<file path="config.mk">
export PLATFORM = sky130hd
export DESIGN_NAME = dm_arbiter
export DESIGN_NICKNAME = d
export VERILOG_FILES = /design/src/rtl/dm_arbiter.sv
export SDC_FILE = /design/constraint.sdc
export NUM_CORES = 1
export LEC_CHECK = 0
export ABC_AREA = 1
export BUFFER_PORTS_ARGS = -buffer_cell sky130_fd_sc_hd__buf_2
export CORE_MARGIN = 2
export CORE_UTILIZATION = 50
export CTS_CLUSTER_SIZE = 14
export DETAILED_ROUTE_END_ITERATION = 6
export PLACE_DENSITY = 0.85
export SLEW_MARGIN = 20
export SYNTH_ARGS = -nofsm -noshare
export SYNTH_HDL_FRONTEND = slang
export SYNTH_SLANG_ARGS = --single-unit
</file>
<file path="constraint.sdc">
create_clock -name CLK -period 11.49 [get_ports CLK]
set_input_delay 2.298 -clock CLK [delete_from_list [all_inputs] [get_ports CLK]]
set_output_delay 2.298 -clock CLK [all_outputs]
set_load 0.005 [all_outputs]
</file>
<file path="src/rtl/dm_arbiter.sv">
// Two-port round-robin arbiter and access sequencer for the byte-array data memory.
// Each access walks IDLE -> SETUP -> (STROBE) -> DONE with address/data held stable around a one-cycle write strobe.
module dm_arbiter #(
  parameter int unsigned DEPTH       = 128,
  parameter bit          CHECK_ALIGN = 1'b1
) (
  input  logic        CLK,
  input  logic        Reset,
  input  logic        req0,
  input  logic        we0,
  input  logic [31:0] addr0,
  input  logic [31:0] wdata0,
  output logic [31:0] rdata0,
  output logic        done0,
  output logic        err0,
  input  logic        req1,
  input  logic        we1,
  input  logic [31:0] addr1,
  input  logic [31:0] wdata1,
  output logic [31:0] rdata1,
  output logic        done1,
  output logic        err1,
  output logic [31:0] mem_addr,
  output logic [31:0] mem_wdata,
  output logic        mem_rw,
  input  logic [31:0] mem_rdata,
  output logic        busy
);

  typedef enum logic [1:0] {
    IDLE   = 2'd0,
    SETUP  = 2'd1,
    STROBE = 2'd2,
    DONE   = 2'd3
  } state_e;

  localparam logic [31:0] MAX_ADDR = 32'(DEPTH - 32'd4);

  state_e      state_q;
  logic        port_q;
  logic        we_q;
  logic        last_q;
  logic [31:0] mem_addr_q;
  logic [31:0] mem_wdata_q;
  logic        mem_rw_q;
  logic [31:0] rdata0_q;
  logic [31:0] rdata1_q;
  logic        done0_q;
  logic        done1_q;
  logic        err0_q;
  logic        err1_q;
  logic        busy_q;

  logic        gnt_valid_d;
  logic        gnt_port_d;
  logic        gnt_we_d;
  logic [31:0] gnt_addr_d;
  logic [31:0] gnt_wdata_d;
  logic        access_err;

  // Winner selection: a tie goes to the port that was not served last.
  always_comb begin
    gnt_valid_d = 1'b0;
    gnt_port_d  = 1'b0;
    if (req0 && req1) begin
      gnt_valid_d = 1'b1;
      gnt_port_d  = ~last_q;
    end else if (req0) begin
      gnt_valid_d = 1'b1;
      gnt_port_d  = 1'b0;
    end else if (req1) begin
      gnt_valid_d = 1'b1;
      gnt_port_d  = 1'b1;
    end else begin
      gnt_valid_d = 1'b0;
      gnt_port_d  = 1'b0;
    end
  end

  // Request fields of the winning port, latched on grant.
  always_comb begin
    gnt_we_d    = 1'b0;
    gnt_addr_d  = 32'h0000_0000;
    gnt_wdata_d = 32'h0000_0000;
    if (gnt_port_d) begin
      gnt_we_d    = we1;
      gnt_addr_d  = addr1;
      gnt_wdata_d = wdata1;
    end else begin
      gnt_we_d    = we0;
      gnt_addr_d  = addr0;
      gnt_wdata_d = wdata0;
    end
  end

  // Latched address is rejected when misaligned or when the word would run past the array end.
  always_comb begin
    access_err = 1'b0;
    if (mem_addr_q > MAX_ADDR) begin
      access_err = 1'b1;
    end else if (CHECK_ALIGN && (mem_addr_q[1:0] != 2'b00)) begin
      access_err = 1'b1;
    end else begin
      access_err = 1'b0;
    end
  end

  // Access sequencer with registered memory-side and requester-side outputs.
  always_ff @(posedge CLK or posedge Reset) begin
    if (Reset) begin
      state_q     <= IDLE;
      port_q      <= 1'b0;
      we_q        <= 1'b0;
      last_q      <= 1'b1;
      mem_addr_q  <= 32'h0000_0000;
      mem_wdata_q <= 32'h0000_0000;
      mem_rw_q    <= 1'b0;
      rdata0_q    <= 32'h0000_0000;
      rdata1_q    <= 32'h0000_0000;
      done0_q     <= 1'b0;
      done1_q     <= 1'b0;
      err0_q      <= 1'b0;
      err1_q      <= 1'b0;
      busy_q      <= 1'b0;
    end else begin
      mem_rw_q <= 1'b0;
      done0_q  <= 1'b0;
      done1_q  <= 1'b0;
      err0_q   <= 1'b0;
      err1_q   <= 1'b0;
      case (state_q)
        IDLE: begin
          if (gnt_valid_d) begin
            port_q      <= gnt_port_d;
            last_q      <= gnt_port_d;
            we_q        <= gnt_we_d;
            mem_addr_q  <= gnt_addr_d;
            mem_wdata_q <= gnt_wdata_d;
            busy_q      <= 1'b1;
            state_q     <= SETUP;
          end else begin
            busy_q  <= 1'b0;
            state_q <= IDLE;
          end
        end
        SETUP: begin
          if (access_err) begin
            state_q <= DONE;
            if (port_q) begin
              rdata1_q <= 32'h0000_0000;
              err1_q   <= 1'b1;
              done1_q  <= 1'b1;
            end else begin
              rdata0_q <= 32'h0000_0000;
              err0_q   <= 1'b1;
              done0_q  <= 1'b1;
            end
          end else if (we_q) begin
            mem_rw_q <= 1'b1;
            state_q  <= STROBE;
          end else begin
            state_q <= DONE;
            if (port_q) begin
              rdata1_q <= mem_rdata;
              done1_q  <= 1'b1;
            end else begin
              rdata0_q <= mem_rdata;
              done0_q  <= 1'b1;
            end
          end
        end
        STROBE: begin
          state_q <= DONE;
          if (port_q) begin
            done1_q <= 1'b1;
          end else begin
            done0_q <= 1'b1;
          end
        end
        DONE: begin
          busy_q  <= 1'b0;
          state_q <= IDLE;
        end
        default: begin
          busy_q  <= 1'b0;
          state_q <= IDLE;
        end
      endcase
    end
  end

  assign mem_addr  = mem_addr_q;
  assign mem_wdata = mem_wdata_q;
  assign mem_rw    = mem_rw_q;
  assign rdata0    = rdata0_q;
  assign rdata1    = rdata1_q;
  assign done0     = done0_q;
  assign done1     = done1_q;
  assign err0      = err0_q;
  assign err1      = err1_q;
  assign busy      = busy_q;

endmodule
</file>
# After elaboration in Yosys (flattened, before gate mapping)
# Index checks and enable logic that the tools add are counted.
dict set report op_classes {
  order_cmp 1
  n_eq_ne 7
  n_mux 39
  n_bitwise 1
  n_reduce_logical 8
}
# cell n
set op_table {}
lappend op_table {{$mux W32} 10}
lappend op_table {{$gt A32 B7 Y1 const B} 1}
lappend op_table {{$mux W1} 25}
lappend op_table {{$pmux W2 S4} 1}
lappend op_table {{$reduce_and A4 Y1} 2}
lappend op_table {{$pmux W1 S2} 3}
lappend op_table {{$reduce_bool A2 Y1} 3}
lappend op_table {{$eq A2 B2 Y1 const B} 2}
lappend op_table {{$ne A2 B1 Y1 const B} 2}
lappend op_table {{$ne A2 B2 Y1 const B} 2}
lappend op_table {{$eq A2 B1 Y1 const B} 1}
lappend op_table {{$logic_not A2 Y1} 1}
lappend op_table {{$reduce_and A2 Y1} 1}
lappend op_table {{$logic_and A1 B1 Y1} 1}
lappend op_table {{$not A1 Y1} 1}
dict set report totals {
  register_bits 139
  inputBits 166
  out_inout_bits 134
  word_cells 70
}

# Longest topological paths before layout
dict set report depth {
  word_depth 5
  mapped_depth 10
  ltp_nobuf 10
}

# Least setup slack after synthesis
# Ideal clock, no wire load.
dict set report synth_timing {
  path_kind {in2reg}
  from {input req0}
  to {register mem_addr_q[0], in the netlist mem_addr[0]}
  setup_time_ns 0.082
  arrival_ns 3.089
  required_time_ns 11.408
  setup_slack_ns 8.319
  cell_stages 7
  path_buffers 2
  path_cell_list {nand2_1 > nand2_1 > inv_1 > buf_2 > buf_1 > nand2_1 > a31oi_1}
}
dict set report synth_via {
  elab_chain_len 3
  elab_cells_between_ends 7
  cone_classes {mux: 5; reduce/logical: 2}
}
# item line
set synth_lines {}
lappend synth_lines {{start, declared} 9} ;# input logic req0,
lappend synth_lines {{$mux W1 or $logic_and A1 B1 Y1 (tied branches)} {68, 65}}
lappend synth_lines {{$mux W1} 65} ;# if (req0 && req1) begin
lappend synth_lines {{$mux W32 or $reduce_and A2 Y1 (tied branches)} n/a}
lappend synth_lines {{end signal, assigned} 137} ;# mem_addr_q <= gnt_addr_d;
lappend synth_lines {{end, declared} 43} ;# logic [31:0] mem_addr_q;
# Parallel ways exist; a longest one is shown, timed or not.
# A chain may end at the register's enable or synchronous reset.

# Final worst setup path
dict set report layout_timing {
  from {input req0}
  to {register mem_addr_q[21], in the netlist mem_addr[21]}
}
# Same word-level chain as after synthesis.

==> impl_metrics.json <==
{
  "min_period_ns": 4.301,
  "ant_nets": 0,
  "cp_max_fo": 66,
  "yosysWarnings": 0,
  "wl_per_cell_microns": 15.71,
  "yosysUniqueCellTypes": 24,
  "slew_violations": 0,
  "cts_max_level": 4,
  "cts_tree": "yes",
  "critPathRequiredTime_ns": 11.75,
  "drtIter0Drc": 549,
  "syn_nets": 916,
  "layout_commonest_cell": "buf_2",
  "startpoint_type": "primary input",
  "holdWs_ns": 0.4746,
  "cp.arrival_ns": 4.56,
  "finalHoldViolCount": 0,
  "end_kind": "flip-flop",
  "antenna_found_initial": 1,
  "start_util": 0.5166,
  "clk_pin_slew_ns": 0.06,
  "grt_first_pass_wirelength_microns": 28970,
  "finalCritPeriodShare": 0.3743,
  "fmax_mhz": 232.5,
  "synth_area_per_cell_sq_um": 8.433,
  "yosysSeqAreaShare": 0.5539,
  "die_height_microns": 116.1,
  "postCtsHoldBufs": 0,
  "first_global_vias": 5942,
  "final_cell_mix": "buf_2, nand2_1, dfrtp_1",
  "dp_hpwl_microns": 13060,
  "viasPerCell": 5.226,
  "areaGrowthSynthToFinish_pct": 34.34,
  "rows": 40,
  "die_width_microns": 116.1,
  "syn_inst": 745,
  "criticalPathCategory": "in2reg",
  "num_vias": 6261,
  "setup_viol": 0,
  "drcViolationCount": 0,
  "clockBufferDepth": 2,
  "clock_skew_ns": 0.008768,
  "core_sq_um": 12160,
  "layout-drive-gt1-share": 0.3382,
  "nNetsFinal": 1187,
  "cts_setup_buffers": 0,
  "clockRootBuffer": "clkbuf_16",
  "cts_resized": 0,
  "ys_top_cells_by_area": "dfrtp_1, nand2_1, a31oi_1, nand3_1, nor2_1",
  "cap_violations": 0,
  "p_leak_nw": 4.547,
  "outcome": "complete, no violations",
  "cts_made_buffers": 17,
  "clkSinkCount": 139,
  "max_slew_margin": 0.2509,
  "register_area_sq_um": 3480,
  "rsz0062_at_grt": "no",
  "tightest_slew_ns": 1.122,
  "setup_tns_ns": 0,
  "insertion_delay_ns": 0.42,
  "synth_top_area_frac": 0.5497,
  "die_area_sq_um": 13480,
  "powerDensity_nw_per_um2": 234.9,
  "ioPinCount": 300,
  "track_usage": 0.2800,
  "ys_ff_latch": 139,
  "multi_input_area_sq_um": 2504,
  "portBuffers": 299,
  "grt_max_degree": 105,
  "grt_overflow_total": 0,
  "min_path_type": "reg2reg",
  "synth_top_area_cell": "dfrtp_1",
  "syn-cell-area_sq_um": 6282,
  "peakVddDrop_mv": 0.1420,
  "first_pass_iters": 7,
  "routabilityCongestion": 0.8665,
  "fill_cells": 1010,
  "totalWireLength_microns": 18820
}
flip-flops by register name, indices dropped and copies added (netlist names), 2 cells and up:
signal     count
mem_addr      32
rdata1        32
state_q        2
mem_wdata     32
rdata0        32
per-layer routing:
layer,track usage,share of wire,up-vias
met4,0.1373,0.038,0
met5,0,0,-
met2,0.4756,0.51,318
met1,0.3276,0.37,2904
li1,-,-,2990
met3,0.08044,0.084,49
cells by family (layout without fill, tap and decap cells):
| kind of cell | Yosys count | in the layout | share of synthesized area |
|---|---|---|---|
| other cells | 0 | 1 | 0 |
| simple gates | 461 | 461 | 0.3141 |
| buf+inv | 66 | 350 | 0.04919 |
| fa+ha+maj | 5 | 5 | 0.009958 |
| compound gates | 74 | 74 | 0.07289 |
| flops | 139 | 139 | 0.5539 |
worst max-delay path: stages:
cell and delay (ns):
buf_2 0.11, nand2_1 0.07, nand2_2 0.05, buf_4 0.54, clkinv_2 0.89, o21ai_0 0.43, o22ai_1 0.11
cells in the mapped netlist:
master,count
a21oi_1,2
a21oi_2,1
a31oi_1,63
buf_1,9
buf_2,22
buf_4,3
buf_6,3
clkbuf_1,16
dfrtp_1,138
dfstp_2,1
ha_1,5
inv_1,13
nand2_1,273
nand2_2,2
nand2_4,2
nand3_1,64
nand3_4,1
nor2_1,85
nor2_4,1
nor3_1,1
nor3b_1,32
o21ai_0,5
o22ai_1,2
o31ai_1,1
per-stage QoR:
| step | instances | util | setup WS, ns | total power [W] | cell area [sq um] |
|---|---|---|---|---|---|
| after floorplan | 745 | - | 5.469 | 0.001136 | 6282 |
| after global placement | 1164 | 0.6398 | 7.235 | 0.001389 | 7781 |
| after detailed placement | 1164 | 0.6398 | 7.182 | 0.001411 | 7781 |
| after CTS | 1196 | 0.6914 | 7.618 | 0.001990 | 8408 |
| after global routing | 1198 | 0.6939 | 6.954 | 0.002110 | 8439 |
| final | 1198 | 0.6939 | 7.189 | 0.001983 | 8439 |
final timing paths:
path | from | endpoint | slack, ns | cells past startpoint
setup / recovery | req0 | mem_addr[21] | 7.19 | 7
hold / removal | rdata0[30] | rdata0[30] | 0.47 | 2
setup reg to reg | last_q | mem_addr[21] | 8.64 | 6
hold reg to reg | rdata0[30] | rdata0[30] | 0.47 | 2
max in group asynchronous | Reset | rdata1[26] | 8.51 | 4
min in group asynchronous | Reset | mem_addr[6] | 1.93 | 2
where the power goes:
part | switching, W | internal, W
Clock | 0.000205 | 0.000373
Sequential | 0.000103 | 0.000653
Combinational | 0.000389 | 0.000260
area by class of cell:
class | instances | share of cell area
clock inverters | 12 | 0.02016
well taps | 168 | 0.02491
flip-flops and latches | 139 | 0.4123
diodes | 1 | 0.0002965
inverters | 13 | 0.006523
multi-input cells | 540 | 0.2967
clock buffers | 20 | 0.05411
repair buffers | 305 | 0.1850
No activity file was read; power rests on OpenSTA's default activity.
